File: src/rtl/gray_pkg.sv
`default_nettype none
// ============================================================================
// Module   : gray_pkg
// Purpose  : Gray/binary conversion and pointer-step helpers for the gray link.
// Revision : 1.0 - initial release
// ============================================================================
package gray_pkg;

  localparam int GRAY_MAX_W = 32;
  typedef logic [GRAY_MAX_W-1:0] gray_word_t;

  // Ones in the low w bits; w = GRAY_MAX_W wraps to all ones.
  function automatic gray_word_t width_mask(input int w);
    return (gray_word_t'(1) << w) - gray_word_t'(1);
  endfunction

  function automatic gray_word_t bin2gray(input gray_word_t b, input int w);
    gray_word_t bm;
    bm = b & width_mask(w);
    return bm ^ (bm >> 1);
  endfunction

  function automatic gray_word_t gray2bin(input gray_word_t g, input int w);
    gray_word_t b;
    logic       acc;
    b   = '0;
    acc = 1'b0;
    for (int i = GRAY_MAX_W - 1; i >= 0; i--) begin
      if (i < w) begin
        acc  = acc ^ g[i];
        b[i] = acc;
      end
    end
    return b;
  endfunction

  // True when cur is prev or prev+1, modulo 2^w.
  function automatic logic step_ok(input gray_word_t prev, input gray_word_t cur,
                                   input int w);
    gray_word_t d;
    d = (cur - prev) & width_mask(w);
    return (d == gray_word_t'(0)) || (d == gray_word_t'(1));
  endfunction

endpackage
`default_nettype wire

File: src/rtl/gray_ack_return_if.sv
`default_nettype none
// ============================================================================
// Module   : gray_ack_return_if
// Purpose  : Pointer and consumer signals of the gray-ack return block.
// Revision : 1.0 - initial release
// ============================================================================
interface gray_ack_return_if #(parameter int WID = 4);

  logic [WID-1:0] din;
  logic           consume;
  logic [WID-1:0] dout;
  logic           avail;
  logic [WID-1:0] count;
  logic           taken;
  logic           underflow;
  logic           hazard;

  modport master (
    output din, consume,
    input  dout, avail, count, taken, underflow, hazard
  );

  modport slave (
    input  din, consume,
    output dout, avail, count, taken, underflow, hazard
  );

endinterface
`default_nettype wire

File: src/rtl/gray_ack_decode.sv
`default_nettype none
// ============================================================================
// Module   : gray_ack_decode
// Purpose  : Decodes the synchronized gray write pointer and registers it;
//            optional step hazard check under GRAY_ACK_HAZARD_EN.
// Revision : 1.0 - initial release
// ============================================================================
module gray_ack_decode
  import gray_pkg::*;
#(
  parameter int WID = 4
) (
  input  logic           clk,
  input  logic           reset,
  input  logic [WID-1:0] din,
  output logic [WID-1:0] wbin,
  output logic           hazard
);

  logic [WID-1:0] wbin_d;
  logic [WID-1:0] wbin_q;

  always_comb begin
    wbin_d = WID'(gray2bin(gray_word_t'(din), WID));
  end

  always_ff @(posedge clk) begin
    if (reset) begin
      wbin_q <= '0;
    end else begin
      wbin_q <= wbin_d;
    end
  end

  assign wbin = wbin_q;

`ifdef GRAY_ACK_HAZARD_EN
  logic [WID-1:0] prev_d;
  logic [WID-1:0] prev_q;
  logic           hazard_d;
  logic           hazard_q;

  // The sample is kept even when flagged; the pulse is purely diagnostic.
  always_comb begin
    prev_d   = wbin_q;
    hazard_d = !step_ok(gray_word_t'(prev_q), gray_word_t'(wbin_q), WID);
  end

  always_ff @(posedge clk) begin
    if (reset) begin
      prev_q   <= '0;
      hazard_q <= 1'b0;
    end else begin
      prev_q   <= prev_d;
      hazard_q <= hazard_d;
    end
  end

  assign hazard = hazard_q;
`else
  assign hazard = 1'b0;
`endif

endmodule
`default_nettype wire

File: src/rtl/gray_ack_return.sv
`default_nettype none
// ============================================================================
// Module   : gray_ack_return
// Purpose  : Receive-side pending-item tracker returning a registered gray
//            read pointer; hazard pulse enabled by GRAY_ACK_HAZARD_EN.
// Revision : 1.0 - initial release
// ============================================================================
module gray_ack_return
  import gray_pkg::*;
#(
  parameter int WID = 4
) (
  input  logic              clk,
  input  logic              reset,
  gray_ack_return_if.slave  bus
);

  logic [WID-1:0] wbin;
  logic           hazard;
  logic [WID-1:0] count;
  logic           avail;
  logic           taken;
  logic [WID-1:0] rbin_d;
  logic [WID-1:0] rbin_q;
  logic [WID-1:0] dout_d;
  logic [WID-1:0] dout_q;
  logic           underflow_d;
  logic           underflow_q;

  gray_ack_decode #(.WID(WID)) u_decode (
    .clk    (clk),
    .reset  (reset),
    .din    (bus.din),
    .wbin   (wbin),
    .hazard (hazard)
  );

  // dout is recomputed from the next read pointer so it always equals
  // bin2gray(rbin) without a combinational path to the sender.
  always_comb begin
    count       = wbin - rbin_q;
    avail       = (count != '0);
    taken       = bus.consume & avail;
    rbin_d      = rbin_q + WID'(taken);
    dout_d      = WID'(bin2gray(gray_word_t'(rbin_d), WID));
    underflow_d = underflow_q | (bus.consume & ~avail);
  end

  always_ff @(posedge clk) begin
    if (reset) begin
      rbin_q      <= '0;
      dout_q      <= '0;
      underflow_q <= 1'b0;
    end else begin
      rbin_q      <= rbin_d;
      dout_q      <= dout_d;
      underflow_q <= underflow_d;
    end
  end

  assign bus.dout      = dout_q;
  assign bus.avail     = avail;
  assign bus.count     = count;
  assign bus.taken     = taken;
  assign bus.underflow = underflow_q;
  assign bus.hazard    = hazard;

endmodule
`default_nettype wire

File: src/flat_wrapper.sv
// flat-port wrapper written by rule: the top's interface ports become plain ports
module gray_ack_return_flat import gray_pkg::*;
#(
  parameter int WID = 4
)
  (clk, reset, bus_din, bus_consume, bus_dout, bus_avail, bus_count, bus_taken, bus_underflow, bus_hazard);
  gray_ack_return_if #(.WID(WID)) bus_i ();
  input  logic clk;
  input  logic reset;
  input wire logic [$bits(bus_i.din)-1:0] bus_din;
  input wire logic [$bits(bus_i.consume)-1:0] bus_consume;
  output wire logic [$bits(bus_i.dout)-1:0] bus_dout;
  output wire logic [$bits(bus_i.avail)-1:0] bus_avail;
  output wire logic [$bits(bus_i.count)-1:0] bus_count;
  output wire logic [$bits(bus_i.taken)-1:0] bus_taken;
  output wire logic [$bits(bus_i.underflow)-1:0] bus_underflow;
  output wire logic [$bits(bus_i.hazard)-1:0] bus_hazard;
  assign bus_i.din = bus_din;
  assign bus_i.consume = bus_consume;
  assign bus_dout = bus_i.dout;
  assign bus_avail = bus_i.avail;
  assign bus_count = bus_i.count;
  assign bus_taken = bus_i.taken;
  assign bus_underflow = bus_i.underflow;
  assign bus_hazard = bus_i.hazard;
  gray_ack_return #(.WID(WID)) u_core (.clk(clk), .reset(reset), .bus(bus_i));
endmodule
File: config.mk
export PLATFORM = sky130hd
export DESIGN_NAME = gray_ack_return_flat
export DESIGN_NICKNAME = d
export VERILOG_FILES = /design/src/rtl/gray_pkg.sv /design/src/rtl/gray_ack_return_if.sv /design/src/rtl/gray_ack_decode.sv /design/src/rtl/gray_ack_return.sv /design/src/flat_wrapper.sv
export SDC_FILE = /design/constraint.sdc
export NUM_CORES = 1
export LEC_CHECK = 0
export ABC_CLOCK_PERIOD_IN_PS = 4900
export CORE_MARGIN = 1
export CORE_UTILIZATION = 35
export DETAILED_ROUTE_END_ITERATION = 8
export HOLD_SLACK_MARGIN = 0.05
export SLEW_MARGIN = 5
export SYNTH_ARGS = -nofsm -noshare
export SYNTH_HDL_FRONTEND = slang
export SYNTH_SLANG_ARGS = --single-unit
File: constraint.sdc
create_clock -name clk -period 4.9 [get_ports clk]
set_input_delay 0.49 -clock clk [delete_from_list [all_inputs] [get_ports clk]]
set_output_delay 0.49 -clock clk [all_outputs]
set_load 0.05 [all_outputs]
After elaboration in Yosys (flattened, before gate mapping). Index checks and enable logic that the tools add are counted.

Word-level logic and storage cells: 15. Input port bits: 7. Bits in registers: 13.

Bitwise gates (word level): 8. Add/sub/neg operators: 2. Reductions and logical operators: 1.

Operators with widths (number): $add A4 B1 Y4 (1); $reduce_bool A4 Y1 (1); $sub A4 B4 Y4 (1); $xor A4 B3 Y4 (1); $xor A1 B1 Y1 (3); $and A1 B1 Y1 (2); $not A1 Y1 (1); $or A1 B1 Y1 (1).

Logic depth before layout (Yosys ltp). Gate-level depths: netlist of run 1.

Depth in word-level cells: 5. Depth in mapped cells: 12. Depth with buffers taken out: 12.

By module. Synthesis of run 1 repeated with hierarchy kept, for this count alone.

Cells, all modules: 65. Area, all modules: 615.6 um2.

Modules (own cells, without submodules): gray_ack_return (area each 464.2 um2, cells an instance 51, times used 1, seq. area each 160.2 um2); gray_ack_decode (area each 151.4 um2, cells an instance 14, times used 1, seq. area each 80.1 um2).

Worst setup path before layout of run 1. Ideal clock, no wire load.

Path type: register to register. Start point: register u_core.u_decode.wbin_q[0] (netlist: u_core.u_decode.wbin[0]). End point: register u_core.dout_q[1] (netlist: u_core.bus.dout[1]). Path buffers: 0. Library setup time: 0.128 ns. Setup slack: 1.094 ns. Data arrival time: 3.678 ns. Stages on the path, launching flop included: 13. Cells stage by stage: dfxtp_1 -> inv_1 -> ha_1 -> inv_1 -> fa_1 -> xor2_1 -> nor3_1 -> a31oi_1 -> ha_1 -> ha_1 -> xor2_1 -> xnor2_1 -> nor2_1.

Longest elaborated chain between the ends: 5.

RTL lines: from (decl) (line gray_ack_decode.sv:21) `logic [WID-1:0] wbin_q;`; from (signal assigned) (line gray_ack_decode.sv:31) `wbin_q <= wbin_d;`; $sub A4 B4 Y4 (line gray_ack_return.sv:41) `count = wbin - rbin_q;`; via bus_count[2] (line flat_wrapper.sv:14) `output wire logic [$bits(bus_i.count)-1:0] bus_count;`; $reduce_bool A4 Y1 (line gray_ack_return.sv:42) `avail = (count != '0);`; $and A1 B1 Y1 (line gray_ack_return.sv:43) `taken = bus.consume & avail;`; via bus_taken (line flat_wrapper.sv:15) `output wire logic [$bits(bus_i.taken)-1:0] bus_taken;`; $add A4 B1 Y4 (line gray_ack_return.sv:44) `rbin_d = rbin_q + WID'(taken);`; $xor A4 B3 Y4 (line gray_pkg.sv:20) `return bm ^ (bm >> 1);`; to (signal assigned) (line gray_ack_return.sv:56) `dout_q <= dout_d;`; to (decl) (line gray_ack_return.sv:26) `logic [WID-1:0] dout_q;`.

The timed path passes the listed nets, and every way through them passes these cells. A chain may end at the register's enable or synchronous reset.

Final worst setup path of run 1.
Start point: register u_core.rbin_q[2]. End point: output bus_taken.

Longest elaborated chain between the ends: 3.

RTL lines: from (decl) (line gray_ack_return.sv:24) `logic [WID-1:0] rbin_q;`; from (signal assigned) (line gray_ack_return.sv:55) `rbin_q <= rbin_d;`; $sub A4 B4 Y4 (line gray_ack_return.sv:41); $reduce_bool A4 Y1 (line gray_ack_return.sv:42); $and A1 B1 Y1 (line gray_ack_return.sv:43); to (decl) (line flat_wrapper.sv:15).

Every way passes these cells.

==> flow_results.xml, run 1 <==
<?xml version="1.0" encoding="UTF-8"?>
<metrics>
  <group name="layout">
    <metric name="nets" unit="">96</metric>
    <metric name="ant_cells" unit="">0</metric>
    <metric name="finish.cell_count_without_fillers" unit="">98</metric>
    <metric name="register_area" unit="µm²">240</metric>
    <metric name="area_growth_syn_to_layout" unit="%">33.8</metric>
    <metric name="multi_input_comb_area" unit="µm²">333</metric>
    <metric name="drive_gt1_share" unit="%">6.10</metric>
    <metric name="layout.filler_cells" unit="">155</metric>
  </group>
  <group name="global_route">
    <metric name="global_route.usage.total" unit="%">12.7</metric>
    <metric name="initial_antenna_violation_count" unit="">0</metric>
    <metric name="grt_first_pass_wirelength" unit="µm">1730</metric>
    <metric name="total_congestion_overflow_after_global_routing" unit="">0</metric>
    <metric name="first_global_vias" unit="">427</metric>
    <metric name="grt_max_degree" unit="">14</metric>
  </group>
  <group name="yosys">
    <metric name="synthMuxAreaShare" unit="%">0</metric>
    <metric name="share_of_the_synthesized_area_in_compound_gates_ao_oa_aoi_oai" unit="%">5.50</metric>
    <metric name="yosysSeqAreaShare" unit="%">39.1</metric>
    <metric name="synth.avg_cell_area" unit="µm²">9.60</metric>
    <metric name="yosys-top-cells-count" unit="">12 x sky130_fd_sc_hd__dfxtp_1, 7 x sky130_fd_sc_hd__nor2_1, 6 x sky130_fd_sc_hd__inv_1, 6 x sky130_fd_sc_hd__xor2_1</metric>
    <metric name="post-synth-top-count-cell" unit="">sky130_fd_sc_hd__dfxtp_1</metric>
    <metric name="post_synth_main_area_contributors" unit="">sky130_fd_sc_hd__dfxtp_1 39%, sky130_fd_sc_hd__ha_1 10%, sky130_fd_sc_hd__xor2_1 8.6%</metric>
    <metric name="yosys.area_share.xor_xnor" unit="%">16.5</metric>
    <metric name="synth_fa_ha_area_share" unit="%">13.4</metric>
    <metric name="cell_type_with_the_highest_aggregate_area_in_the_netlist" unit="">sky130_fd_sc_hd__dfxtp_1</metric>
    <metric name="synth_edf_count" unit="">0</metric>
    <metric name="yosys_most_used_dff" unit="">sky130_fd_sc_hd__dfxtp_1</metric>
    <metric name="synth_cell_type_count" unit="">23</metric>
    <metric name="post-synth-top-area-fraction" unit="%">39.1</metric>
    <metric name="synth_nets" unit="">77</metric>
    <metric name="async_flop_share" unit="%">0</metric>
    <metric name="synth_simple_gate_area_share" unit="%">18.1</metric>
    <metric name="synth_top_family_by_area" unit="">simple AND/OR/NAND/NOR gates</metric>
    <metric name="ys_seq_elements" unit="">12</metric>
    <metric name="syn-cell-area" unit="µm²">614</metric>
    <metric name="synthCells" unit="">64</metric>
    <metric name="yosysWarnings" unit="">0</metric>
  </group>
  <group name="setup_path">
    <metric name="regToRegStartpoint" unit="">u_core.rbin_q[0]</metric>
    <metric name="cp.required" unit="ns">4.41</metric>
    <metric name="r2r.worst_path.cells" unit="">11</metric>
    <metric name="r2r_slack" unit="ns">2.29</metric>
    <metric name="critPathCaptureType" unit="">primary output</metric>
    <metric name="cp.arrival" unit="ns">2.71</metric>
    <metric name="worst_r2r_endpoint" unit="">u_core.bus.dout[2]</metric>
    <metric name="setup.worst_path.class" unit="">reg2out</metric>
    <metric name="crit_fanout" unit="">5</metric>
    <metric name="startpoint_type_of_the_worst_setup_path" unit="">flop</metric>
  </group>
  <group name="sta">
    <metric name="finalHoldViolCount" unit="">0</metric>
    <metric name="fin_worst_skew" unit="ns">0.00392</metric>
    <metric name="timing.slew.headroom" unit="%">66.7</metric>
    <metric name="setup_viol_count_final" unit="">0</metric>
    <metric name="fin_crit" unit="ns">3.20</metric>
    <metric name="rsz0062_at_grt" unit="">no</metric>
    <metric name="max_slew.worst_pin.slew" unit="ns">0.498</metric>
    <metric name="slew_violations" unit="">0</metric>
    <metric name="timing.setup.tns" unit="ns">0</metric>
    <metric name="max_frequency" unit="MHz">312</metric>
    <metric name="fin_crit_share" unit="%">65.3</metric>
  </group>
  <group name="floorplan">
    <metric name="i_o_pins" unit="">19</metric>
    <metric name="coreArea" unit="µm²">1580</metric>
    <metric name="floorplan.die.width" unit="µm">43.9</metric>
    <metric name="design.die.area" unit="µm²">1930</metric>
    <metric name="die_y_extent" unit="µm">43.9</metric>
    <metric name="placement_rows" unit="">14</metric>
    <metric name="initial_utilization" unit="%">39.0</metric>
  </group>
  <group name="pwr">
    <metric name="power.internal" unit="µW">254</metric>
    <metric name="share_comb_of_total_power" unit="%">56.3</metric>
    <metric name="pwr_density_cell" unit="nW/µm²">556</metric>
    <metric name="share_clk_of_total_power" unit="%">17.2</metric>
    <metric name="cellLeakagePower" unit="µW">0.000378</metric>
    <metric name="pwr-share-seq" unit="%">26.5</metric>
    <metric name="p_switching" unit="µW">203</metric>
    <metric name="switching_share" unit="%">44.4</metric>
    <metric name="power.ir.vdd_worst" unit="mV">0.254</metric>
  </group>
  <group name="clock_tree">
    <metric name="max_clock_buf_depth" unit="">2</metric>
    <metric name="clockRootBuffer" unit="">sky130_fd_sc_hd__clkbuf_4</metric>
    <metric name="cts_post_setup_buffers_inserted" unit="">0</metric>
    <metric name="clkSlewWorstSetupHoldPaths" unit="ns">0.08</metric>
    <metric name="cts.sink_count" unit="">12</metric>
    <metric name="cts_tree" unit="">built</metric>
    <metric name="cts_max_level" unit="">1</metric>
    <metric name="cts-buffers-inserted" unit="">3</metric>
    <metric name="postCtsResizedCells" unit="">0</metric>
    <metric name="worst_skew_pair.late_latency" unit="ns">0.27</metric>
    <metric name="cts.hold.buffers_added" unit="">0</metric>
  </group>
  <group name="min_path">
    <metric name="hold_depth" unit="">2</metric>
    <metric name="worstHoldStart" unit="">u_core.bus.underflow</metric>
    <metric name="hold_path_end" unit="">u_core.bus.underflow</metric>
    <metric name="hold_class" unit="">reg2reg</metric>
  </group>
  <group name="route">
    <metric name="detailedRoute.firstPassIterationCount" unit="">5</metric>
    <metric name="detailedRoute.firstIterationViolations" unit="">6</metric>
    <metric name="via_per_inst" unit="">4.54</metric>
    <metric name="num_vias" unit="">445</metric>
    <metric name="drt_wl_total" unit="µm">1030</metric>
    <metric name="routed_antenna_nets" unit="">0</metric>
    <metric name="route.detailed.wl_per_inst" unit="µm">10.5</metric>
    <metric name="remaining_drc_errors" unit="">0</metric>
  </group>
  <group name="place">
    <metric name="routability_congestion_estimate_from_global_placement" unit="">0.740</metric>
    <metric name="io_buffers" unit="">17</metric>
    <metric name="dp_hpwl" unit="µm">818</metric>
    <metric name="placedCellCount" unit="">94</metric>
  </group>
  <group name="job">
    <metric name="max_cap_viol_count" unit="">0</metric>
  </group>
  <group name="outcome">
    <metric name="outcome" unit="">completed</metric>
  </group>
</metrics>
## critical path: stages (launching register included)
cell and delay (ns):
sky130_fd_sc_hd__dfxtp_1 0.41, sky130_fd_sc_hd__inv_1 0.06, sky130_fd_sc_hd__ha_1 0.31, sky130_fd_sc_hd__and3b_1 0.19
sky130_fd_sc_hd__or3_4 0.40, sky130_fd_sc_hd__a31oi_1 0.23, sky130_fd_sc_hd__clkdlybuf4s50_1 0.84
## cell usage in the layout, fill, tap and decap left out, drive strengths merged
cell / instances
a21o: 1
a21oi: 1
a31oi: 1
a41o: 1
and3: 1
and3b: 1
clkbuf: 4
clkdlybuf4s50: 17
conb: 1
dfxtp: 12
fa: 1
ha: 5
inv: 6
nand2: 2
nand3: 2
nor2: 7
nor2b: 5
nor3: 2
o21ai: 1
or3: 1
xnor2: 3
xnor3: 1
xor2: 6
## layout make-up
class | instances | share of cell area, %
Multi-Input combinational cell | 43 | 40.5
Sequential cell | 12 | 29.2
Timing Repair Buffer | 17 | 20.7
Clock buffer | 4 | 4.41
Inverter | 6 | 2.74
Tap cell | 16 | 2.44
## kinds of logic after synthesis
group,count (synthesis)
buffers and inverters,9
other,1
adder cells (fa/ha/maj),6
XOR/XNOR,10
flip-flops,12
AND/OR/NAND/NOR,21
AO/OA/AOI/OAI,5
## metrics by stage
stage                     cell area (µm²)  utilization (%)  hold WS [ns]  power, µW  setup WS [ns]
after global routing                  822             52.1         0.623        482           1.55
after CTS                             822             52.1         0.589        464           1.67
after global placement                786             49.8         0.562        384           2.05
final                                 822             52.1         0.580        457           1.70
after floorplan                       614                -         0.539        310           1.09
after detailed placement              786             49.8         0.570        383           1.98
## sequential cells by signal, summed over array words and instances, names as in the netlist
| name | count |
|---|---|
| u_core.bus.dout | 4 |
| u_core.u_decode.wbin | 4 |
| u_core.rbin_q | 3 |
| u_core.bus.underflow | 1 |
## power groups by stage
stage / Sequential (µW) / Combinational, µW / Clock [µW]
floorplan: 153 / 157 / 0
global placement: 124 / 260 / 0
detailed placement: 124 / 259 / 0
CTS: 122 / 260 / 82.3
global route: 124 / 272 / 86.7
finish: 121 / 257 / 78.5
## layer usage
| layer | vias to the layer above | wire length (µm) | GRT usage [%] |
|---|---|---|---|
| li1 | 239 | - | - |
| met1 | 196 | 517 | 17.1 |
| met2 | 8 | 465 | 17.0 |
| met3 | 2 | 35 | 2.50 |
| met4 | 0 | 10 | 10.9 |
| met5 | - | 0 | 0 |
## how the worst max path moves through the flow
stage | from | endpoint | cells after the start
finish | u_core.rbin_q[2] | bus_taken | 6
global route | u_core.rbin_q[2] | bus_taken | 6
CTS | u_core.rbin_q[2] | bus_taken | 6
detailed placement | u_core.rbin_q[2] | bus_taken | 6
global placement | u_core.rbin_q[2] | bus_taken | 6
floorplan | u_core.u_decode.wbin[0] | u_core.bus.dout[1] | 12
Note: power is estimated with default switching activity, not from simulation.
==> run 2: changes to the inputs <==
--- a/config.mk
+++ b/config.mk
@@ -5,11 +5,12 @@
 export SDC_FILE = /design/constraint.sdc
 export NUM_CORES = 1
 export LEC_CHECK = 0
-export ABC_CLOCK_PERIOD_IN_PS = 4900
+export ABC_CLOCK_PERIOD_IN_PS = 2700
 export CORE_MARGIN = 1
 export CORE_UTILIZATION = 35
 export DETAILED_ROUTE_END_ITERATION = 8
 export HOLD_SLACK_MARGIN = 0.05
+export PLACE_DENSITY = 0.65
 export SLEW_MARGIN = 5
 export SYNTH_ARGS = -nofsm -noshare
 export SYNTH_HDL_FRONTEND = slang
==> constraint.sdc (replaced) <==
create_clock -name clk -period 2.7 [get_ports clk]
set_input_delay 0.27 -clock clk [delete_from_list [all_inputs] [get_ports clk]]
set_output_delay 0.27 -clock clk [all_outputs]
set_load 0.05 [all_outputs]
==> flow_results.xml, run 2 (same netlist as run 1, synthesis figures left out) <==
<?xml version="1.0" encoding="UTF-8"?>
<metrics>
  <group name="clock_tree">
    <metric name="cts_tree" unit="">built</metric>
    <metric name="clockRootBuffer" unit="">sky130_fd_sc_hd__clkbuf_4</metric>
    <metric name="worst_skew_pair.late_latency" unit="ns">0.27</metric>
    <metric name="cts_post_setup_buffers_inserted" unit="">0</metric>
    <metric name="cts.sink_count" unit="">12</metric>
    <metric name="cts-buffers-inserted" unit="">3</metric>
    <metric name="max_clock_buf_depth" unit="">2</metric>
    <metric name="cts_max_level" unit="">1</metric>
    <metric name="clkSlewWorstSetupHoldPaths" unit="ns">0.08</metric>
  </group>
  <group name="sta">
    <metric name="fin_worst_skew" unit="ns">0.00981</metric>
    <metric name="fin_crit" unit="ns">2.54</metric>
    <metric name="fin_worst_hold_slack" unit="ns">0.576</metric>
    <metric name="finalWorstSetupSlack" unit="ns">0.162</metric>
    <metric name="rsz0062_at_grt" unit="">no</metric>
    <metric name="finalHoldViolCount" unit="">0</metric>
    <metric name="timing.setup.tns" unit="ns">0</metric>
    <metric name="setup_viol_count_final" unit="">0</metric>
    <metric name="max_frequency" unit="MHz">394</metric>
    <metric name="slew_violations" unit="">0</metric>
    <metric name="fin_crit_share" unit="%">94.0</metric>
  </group>
  <group name="layout">
    <metric name="nets" unit="">96</metric>
    <metric name="final_common_cell" unit="">sky130_fd_sc_hd__clkdlybuf4s50_1</metric>
    <metric name="multi_input_comb_area" unit="µm²">408</metric>
    <metric name="fin_util" unit="%">57.3</metric>
    <metric name="register_area" unit="µm²">241</metric>
    <metric name="area_growth_syn_to_layout" unit="%">47.0</metric>
    <metric name="layout.filler_cells" unit="">133</metric>
    <metric name="drive_gt1_share" unit="%">19.5</metric>
    <metric name="ant_cells" unit="">0</metric>
    <metric name="mostFrequentLayoutCells" unit="">14 x sky130_fd_sc_hd__clkdlybuf4s50_1, 11 x sky130_fd_sc_hd__dfxtp_1, 7 x sky130_fd_sc_hd__nor2_1</metric>
  </group>
  <group name="place">
    <metric name="routability_congestion_estimate_from_global_placement" unit="">0.728</metric>
    <metric name="placement.setup.worst_slack" unit="ns">0.138</metric>
    <metric name="io_buffers" unit="">17</metric>
    <metric name="dp_hpwl" unit="µm">866</metric>
  </group>
  <group name="pwr">
    <metric name="pwr_density_cell" unit="nW/µm²">1020</metric>
    <metric name="post-layout-total-power" unit="µW">917</metric>
    <metric name="cellLeakagePower" unit="µW">0.000388</metric>
    <metric name="power.ir.vdd_worst" unit="mV">0.543</metric>
  </group>
  <group name="global_route">
    <metric name="grt_first_pass_wirelength" unit="µm">1870</metric>
    <metric name="total_congestion_overflow_after_global_routing" unit="">0</metric>
    <metric name="initial_antenna_violation_count" unit="">0</metric>
    <metric name="first_global_vias" unit="">435</metric>
    <metric name="grt_max_degree" unit="">14</metric>
    <metric name="global_route.usage.total" unit="%">14.2</metric>
  </group>
  <group name="min_path">
    <metric name="hold_class" unit="">reg2reg</metric>
  </group>
  <group name="route">
    <metric name="remaining_drc_errors" unit="">0</metric>
    <metric name="detailedRoute.firstIterationViolations" unit="">10</metric>
    <metric name="drt_wl_total" unit="µm">1070</metric>
    <metric name="route.detailed.wl_per_inst" unit="µm">10.9</metric>
    <metric name="num_vias" unit="">463</metric>
    <metric name="routed_antenna_nets" unit="">0</metric>
    <metric name="detailedRoute.firstPassIterationCount" unit="">6</metric>
    <metric name="via_per_inst" unit="">4.72</metric>
  </group>
  <group name="floorplan">
    <metric name="coreArea" unit="µm²">1580</metric>
    <metric name="initial_utilization" unit="%">39.0</metric>
    <metric name="floorplan.die.width" unit="µm">43.9</metric>
    <metric name="design.die.area" unit="µm²">1930</metric>
    <metric name="placement_rows" unit="">14</metric>
    <metric name="die_y_extent" unit="µm">43.9</metric>
    <metric name="i_o_pins" unit="">19</metric>
  </group>
  <group name="setup_path">
    <metric name="cp.required" unit="ns">2.43</metric>
    <metric name="critPathCaptureType" unit="">primary output</metric>
    <metric name="cp.arrival" unit="ns">2.27</metric>
    <metric name="setup.worst_path.class" unit="">reg2out</metric>
    <metric name="crit_fanout" unit="">2</metric>
    <metric name="startpoint_type_of_the_worst_setup_path" unit="">flop</metric>
  </group>
  <group name="job">
    <metric name="max_cap_viol_count" unit="">0</metric>
  </group>
  <group name="outcome">
    <metric name="outcome" unit="">completed</metric>
  </group>
</metrics>
-- run 2: changes by cell type in the layout (fill, tap and decap cells not counted), moves of 2 or more --
| cell | change |
|---|---|
| sky130_fd_sc_hd__clkdlybuf4s50_1 | -3 |
| sky130_fd_sc_hd__ha_1 | -3 |
| sky130_fd_sc_hd__buf_4 | +2 |
| sky130_fd_sc_hd__ha_4 | +2 |
-- run 2: worst max-delay path, stage by stage, from the launching register on --
cell and delay (ns):
sky130_fd_sc_hd__dfxtp_2 0.37, sky130_fd_sc_hd__ha_1 0.16, sky130_fd_sc_hd__inv_1 0.06, sky130_fd_sc_hd__fa_2 0.40
sky130_fd_sc_hd__xor2_4 0.18, sky130_fd_sc_hd__clkdlybuf4s50_1 0.83
-- run 2: repair_timing --
item                                    CTS  global route
hold endpoints to repair                  0             0
resized for setup                         0             1
endpoints found under the setup margin    0             3
hold buffers                              0             0
-- run 2: where the power goes --
part	switching (µW)	internal, µW
combinational	331	217
sequential	18.6	208
clock	60.7	82.0
-- run 2: area by class of cell --
cell class,count,area share [%]
clock buffers,4,4.02
inverters,6,2.49
multi-input cells,43,45.2
flip-flops and latches,12,26.7
well taps,16,2.22
repair buffers,17,19.4
-- run 2: layer usage --
| metal | vias to the layer above | global-route usage [%] | wire length [µm] |
|---|---|---|---|
| li1 | 243 | - | - |
| met1 | 204 | 17.6 | 561 |
| met4 | 0 | 9.09 | 9 |
| met3 | 2 | 5.00 | 56 |
| met2 | 14 | 20.9 | 442 |
| met5 | - | 0 | 0 |
-- run 2: final timing paths --
path                             start              endpoint  slack [ns]  cells after the start
setup reg to reg      u_core.rbin_q[1]    u_core.bus.dout[1]        0.18                     10
hold reg to reg   u_core.bus.underflow  u_core.bus.underflow        0.58                      2
hold / removal    u_core.bus.underflow  u_core.bus.underflow        0.58                      2
setup / recovery      u_core.rbin_q[0]          bus_count[2]        0.16                      5
-- run 2: stage by stage --
| step | std cells | instance area (µm²) |
|---|---|---|
| final | 98 | 903 |
| after global routing | 98 | 903 |
| after CTS | 98 | 903 |
| after detailed placement | 94 | 867 |
| after global placement | 94 | 867 |
| after floorplan | 64 | 691 |
